**src/rtl/spi_master.sv**
```systemverilog
// spi_master: single-slave SPI master, one DATA_WIDTH word per frame, MSB first, all four CPOL/CPHA modes
// Ports:
//   clk, rst_n           system clock, asynchronous active-low reset
//   clk_div_i [7:0]      SCLK half-period in clk cycles (0 behaves as 1)
//   cpol_i, cpha_i       SPI mode, latched at accept
//   tx_data_i            word to send, latched on tx_valid_i && tx_ready_o
//   tx_valid_i/tx_ready_o  request / idle-and-accepting handshake
//   rx_data_o            last fully received word
//   spi_mosi_o, spi_miso_i, spi_sclk_o, spi_ss_n_o  serial interface
module spi_master #(
  parameter int DATA_WIDTH = 8
) (
  input  logic                  clk,
  input  logic                  rst_n,
  input  logic [7:0]            clk_div_i,
  input  logic                  cpol_i,
  input  logic                  cpha_i,
  input  logic [DATA_WIDTH-1:0] tx_data_i,
  output logic [DATA_WIDTH-1:0] rx_data_o,
  input  logic                  tx_valid_i,
  output logic                  tx_ready_o,
  output logic                  spi_mosi_o,
  input  logic                  spi_miso_i,
  output logic                  spi_sclk_o,
  output logic                  spi_ss_n_o
);
  localparam int EW = $clog2(2 * DATA_WIDTH);
  localparam int KW = EW - 1;
  localparam logic [KW-1:0] KMAX = KW'(DATA_WIDTH - 1);
  typedef enum logic [1:0] {IDLE, SETUP, XFER, HOLD} state_e;
  state_e                state_q, state_d;
  logic [7:0]            cnt_q, cnt_d, h_q, h_d;
  logic [EW-1:0]         edge_q, edge_d;
  logic                  cpol_q, cpol_d, cpha_q, cpha_d, sclk_q, sclk_d, mosi_q, mosi_d;
  logic [DATA_WIDTH-1:0] tx_q, tx_d, sh_q, sh_d, rx_q, rx_d;
  logic                  tick, sample, last_edge;
  logic [KW-1:0]         k, idx;
  assign tick = cnt_q == h_q - 8'd1;
  // k is the bit slot of the current edge; even edges are leading, odd edges trailing
  assign k = edge_q[EW-1:1];
  assign last_edge = edge_q == EW'(2 * DATA_WIDTH - 1);
  // sample on leading edges for cpha=0, trailing edges for cpha=1
  assign sample = edge_q[0] == cpha_q;
  // cpha=0 drives the following bit on a trailing edge, cpha=1 drives the current bit on a leading edge
  assign idx = KMAX - k - KW'(!cpha_q);
  assign tx_ready_o = state_q == IDLE;
  assign spi_ss_n_o = state_q == IDLE;
  assign spi_sclk_o = state_q == IDLE ? cpol_i : sclk_q;
  assign spi_mosi_o = mosi_q;
  assign rx_data_o = rx_q;
  always_comb begin
    state_d = state_q;
    cnt_d = tick ? 8'd0 : cnt_q + 8'd1;
    h_d = h_q;
    edge_d = edge_q;
    cpol_d = cpol_q;
    cpha_d = cpha_q;
    sclk_d = sclk_q;
    mosi_d = mosi_q;
    tx_d = tx_q;
    sh_d = sh_q;
    rx_d = rx_q;
    case (state_q)
      IDLE: begin
        cnt_d = 8'd0;
        if (tx_valid_i) begin
          state_d = SETUP;
          edge_d = '0;
          h_d = clk_div_i == 8'd0 ? 8'd1 : clk_div_i;
          cpol_d = cpol_i;
          cpha_d = cpha_i;
          sclk_d = cpol_i;
          tx_d = tx_data_i;
          mosi_d = tx_data_i[DATA_WIDTH-1];
        end
      end
      SETUP: state_d = tick ? XFER : SETUP;
      XFER: if (tick) begin
        sclk_d = ~sclk_q;
        edge_d = edge_q + EW'(1);
        if (sample) sh_d = {sh_q[DATA_WIDTH-2:0], spi_miso_i};
        else if (cpha_q || k != KMAX) mosi_d = tx_q[idx];
        state_d = last_edge ? HOLD : XFER;
      end
      HOLD: if (tick) begin
        state_d = IDLE;
        rx_d = sh_q;
      end
      default: state_d = IDLE;
    endcase
  end
  always_ff @(posedge clk or negedge rst_n) begin
    if (!rst_n) begin
      state_q <= IDLE;
      cnt_q <= 8'd0;
      h_q <= 8'd1;
      edge_q <= '0;
      cpol_q <= 1'b0;
      cpha_q <= 1'b0;
      sclk_q <= 1'b0;
      mosi_q <= 1'b0;
      tx_q <= '0;
      sh_q <= '0;
      rx_q <= '0;
    end else begin
      state_q <= state_d;
      cnt_q <= cnt_d;
      h_q <= h_d;
      edge_q <= edge_d;
      cpol_q <= cpol_d;
      cpha_q <= cpha_d;
      sclk_q <= sclk_d;
      mosi_q <= mosi_d;
      tx_q <= tx_d;
      sh_q <= sh_d;
      rx_q <= rx_d;
    end
  end
endmodule

```
**config.mk**
```make
export PLATFORM = sky130hd
export DESIGN_NAME = spi_master
export DESIGN_NICKNAME = d
export VERILOG_FILES = /design/src/rtl/spi_master.sv
export SDC_FILE = /design/constraint.sdc
export NUM_CORES = 1
export LEC_CHECK = 0
export ABC_AREA = 1
export BUFFER_PORTS_ARGS = -buffer_cell sky130_fd_sc_hd__buf_2
export CAP_MARGIN = 30
export CELL_PAD_IN_SITES_DETAIL_PLACEMENT = 1
export CELL_PAD_IN_SITES_GLOBAL_PLACEMENT = 2
export CORE_UTILIZATION = 30
export CTS_CLUSTER_SIZE = 20
export DETAILED_ROUTE_END_ITERATION = 12
export PLACE_DENSITY_LB_ADDON = 0.25
export SKIP_CTS_REPAIR_TIMING = 1
export SLEW_MARGIN = 20
export SYNTH_ARGS = -nofsm -noshare
export SYNTH_HDL_FRONTEND = slang
export SYNTH_SLANG_ARGS = --single-unit
```
**constraint.sdc**
```tcl
create_clock -name clk -period 3 [get_ports clk]
set_input_delay 0.9 -clock clk [delete_from_list [all_inputs] [get_ports clk]]
set_output_delay 0.9 -clock clk [all_outputs]
set_load 0.02 [all_outputs]
```
==> summary.md <==
| Metric | Value |
|---|---|
| CTS H-tree depth | 2 |
| Synth Area in XOR/XNOR | 1.94% |
| Synth cell types | 36 |
| Leakage | about 1.6 nW |
| Routability cong. | between 0.7 and 0.8 |
| Sum Neg Setup Slack | 0 ns |
| Pre-antenna DRT Iters | 4 |
| Routed WL per cell | around 12 um |
| Internal power | ~1.4 mW |
| Worst Setup End Kind | output port |
| Detail Placement HPWL | roughly 4800 um |
| Leading area contributor after synthesis | dfrtp_1 |
| Crit path DAT | roughly 1.5 ns |
| Critical Path RT | about 2.1 ns |
| DR iter-0 viols | 37 |
| Post-route design area | 0.00307 mm^2 |
| Clock skew | slightly above 0.006 ns |
| Grt peak-use layer | met2 |
| GR Layer Usage met3 | 2.38% |
| Gr usage total | 14.5% |
| Pwr Density | between 700 and 800 mW/mm^2 |
| Relative slew margins | a little under two thirds |
| Post-Synth Adder-Cell Area | ~2.3% |
| Initial antenna violation count | 0 |
| Vias | between 2000 and 2500 |
| Die H | ~97 um |
| Global-route wire length before repair | between 10000 and 15000 um |
| Clock share of power | between 10% and 20% |
| Core area | roughly 0.0087 mm^2 |
| Clock Tree Buf Depth | 2 |
| Site Rows | 34 |
| Die width | 96.9 um |
| Yosys warns | 0 |
| Worst Tran Pin Value | approximately 0.55 ns |
| Largest family of logic cells by synthesized area | simple AND/OR/NAND/NOR gates |
| Max-Cap Viols | 0 |
| Critical path's slowest cell | nor2_1 |
| Hold WS | 0.474 ns |
| Antenna Violating Nets Remaining | 0 |
| HP Class | flip-flop to flip-flop |
| Switching portion of total power | between 40% and 50% |
| Layout Cells excl Fill | 490 |
| Multi-input logic area | roughly 0.0012 mm^2 |
| ANT cells | 0 |
| Clk sinks | 49 |
| Setup CP Type | flip-flop to output port |
| Placed standard-cell area | about 0.0030 mm^2 |
| Top cell type's share of synthesized area | between 40 and 50% |
| Synth Area in Simple Gates | about a third |
| Synth Cell Area | between 0.002 and 0.003 mm^2 |
| Die Area | 0.00939 mm^2 |
| Net Count, Synth | 371 |
| Latest clock arrival within the worst-skew pair | roughly 0.30 ns |
| Hold Fails Final Rpt | 0 |
| RSZ-0062 raised after global routing | false |
| Seq/Total Area, Yosys | 45.4% |
| Post-Synthesis Cells | around 340 |
| Met1 usage | ~19% |
| Register area | ~0.0012 mm^2 |
| Worst Setup Start Kind | flip-flop |
| CTS root buf | clkbuf_8 |
| Layout net count | around 400 |
| CP top delay family | simple AND/OR/NAND/NOR gates |
| #FFs+latches synth | between 40 and 50 |
| Inst Count DP | about 480 |
| CP Cell Sequence | nor2_1 > nand2_1 > o21ai_0 > buf_2 |
| I/O Pins | 34 |
| Minimum clock period after layout | 2.43 ns |
| Drt total wl | just over 6000 um |
| Largest fanout on the critical path | 8 |
| Via density | approximately 4.5 |
| Delay of the slowest critical-path stage | roughly 0.46 ns |
| Mux share of post-synthesis cell area | less than 1% |
| Post-synthesis compound-gate area fraction | 9.68% |
| # DRC | 0 |
| Period utilization | 81.1% |
| Pin count of the biggest net entering global routing | 24 |
| Clock Pin Slew Worst Setup and Hold Paths | 0.10 ns |
| GRT met2 Usage | 24.4% |
| Peak VDD IR | 0.243 mV |
| P_sw | around 1.1 mW |
| Clock tree from TritonCTS | yes |
| Layout area overhead | 13.5% |
| CTS Buf Count | 5 |
| Outcome | finished clean |
| Final Max Slew Viols | 0 |
| Gr ovfl total | 0 |
| Combinational fraction of design power | a little over two fifths |
| Initial core utilization | 31.0% |
| Worst Path Buf+Inv | 1 |
| Final setup vio count | 0 |
| Fmax | around 410 MHz |
| Avg Inst Size Synth | around 7.9 um^2 |
| Port bufs | 33 |
| Number of global-route vias before repair | 2333 |
| Synth area leaders | dfrtp_1, nand2_1, inv_1, o21ai_0, nor2_1 |
| Flop pwr share | 40.8% |
| Final-layout fill cell count | around 1100 |
| Layout cell share with drive strength beyond 1 | around a quarter |
==> flip-flops by register name (all words and copies together) (netlist names), named ones only <==
register / count
cnt_q: 8
cpha_q: 1
edge_q: 4
h_q: 8
rx_data_o: 8
sclk_q: 1
sh_q: 8
spi_mosi_o: 1
state_q: 1
tx_q: 8
==> stage by stage <==
stage / power [mW] / setup WS, ns / util [%]
detailed placement: 2.10 / 0.769 / 34.2
global placement: 2.07 / 0.807 / 34.2
floorplan: 1.81 / 0.832 / -
finish: 2.45 / 0.568 / 35.2
global route: 2.71 / 0.389 / 35.2
CTS: 2.50 / 0.537 / 35.2
==> cell usage in the layout (no fill, tap or decap), drive strengths merged, types with 4 or more instances in the layout <==
cell / count
nor3: 4
nand4: 4
clkbuf: 5
dfrtp: 48
nand3: 16
nor2: 31
inv: 52
buf: 36
nand2: 123
o21ai: 34
ha: 5
==> Yosys cell counts <==
| master | n |
|---|---|
| nor2_4 | 4 |
| o211ai_1 | 1 |
| dfrtp_1 | 48 |
| nand3_2 | 4 |
| or2_2 | 1 |
| ha_1 | 5 |
| o31ai_1 | 1 |
| clkbuf_1 | 3 |
| o221ai_1 | 1 |
| xor2_1 | 3 |
| o21ai_0 | 18 |
| inv_1 | 38 |
| inv_2 | 14 |
| nand2_2 | 6 |
| mux2i_1 | 1 |
| nand3_4 | 1 |
| buf_8 | 1 |
| nand2_4 | 2 |
| buf_4 | 1 |
| o21ai_2 | 8 |
| nand2_1 | 115 |
| a31oi_1 | 1 |
| nor3b_1 | 3 |
| nor2_8 | 1 |
| nor3_1 | 4 |
| xnor2_1 | 3 |
| nand3_1 | 11 |
| nor2_2 | 3 |
| a311oi_1 | 1 |
| dfstp_2 | 1 |
| buf_6 | 1 |
| o21ai_1 | 8 |
| nor2_1 | 23 |
| o21bai_1 | 1 |
| a21oi_1 | 3 |
| nand4_1 | 4 |
==> kinds of logic after synthesis <==
group           count (synthesis)
xor+xnor                        6
mux                             1
buf+inv                        58
compound gates                 43
simple gates                  182
flops                          49
fa+ha+maj                       5
==> worst register-to-register path, stage by stage (launching register included) <==
cell	delay, ns
dfstp_2	0.57
inv_2	0.06
ha_1	0.30
inv_1	0.04
nand2_1	0.06
nand2_1	0.05
nor2_1	0.08
nand2_1	0.08
nor2_1	0.13
nand2_2	0.07
nor2_4	0.10
nand2_4	0.09
nor2_8	0.23
nand2_1	0.09
o21ai_1	0.11
inv_2	0.04
==> path summary, 6_finish.rpt <==
path / from / end / slack (ns) / depth (start not counted)
max: flip-flop / spi_sclk_o / 0.57 / 4
min reg2reg: tx_q[5] / tx_q[5] / 0.47 / 2
max reg2reg: h_q[0] / sh_q[3] / 0.80 / 15
min: tx_q[5] / tx_q[5] / 0.47 / 2
max in group asynchronous: rst_n / h_q[0] / 1.85 / 2
min in group asynchronous: rst_n / rx_data_o[7] / 0.51 / 1
==> layer usage <==
layer,share of wire [%],vias to the layer above
li1,-,1140
met1,50,1053
met2,48,16
met3,1.7,2
met4,0.71,0
met5,0,-
==> power by group through the flow <==
stage | registers [mW] | logic, mW | clock network (mW)
detailed placement | 1.02 | 1.09 | 0
finish | 1.00 | 1.06 | 0.392
CTS | 1.00 | 1.09 | 0.409
global route | 1.03 | 1.24 | 0.436
global placement | 1.01 | 1.06 | 0
floorplan | 0.978 | 0.831 | 0
==> final cells by class <==
class,instances,share of cell area [%]
Multi-Input combinational cell,237,40.3
Inverter,52,6.36
Tap cell,108,4.41
Timing Repair Buffer,36,6.12
Sequential cell,49,40.0
Clock inverter,3,0.571
Clock buffer,5,2.24
(Power assumes the default switching activity.)
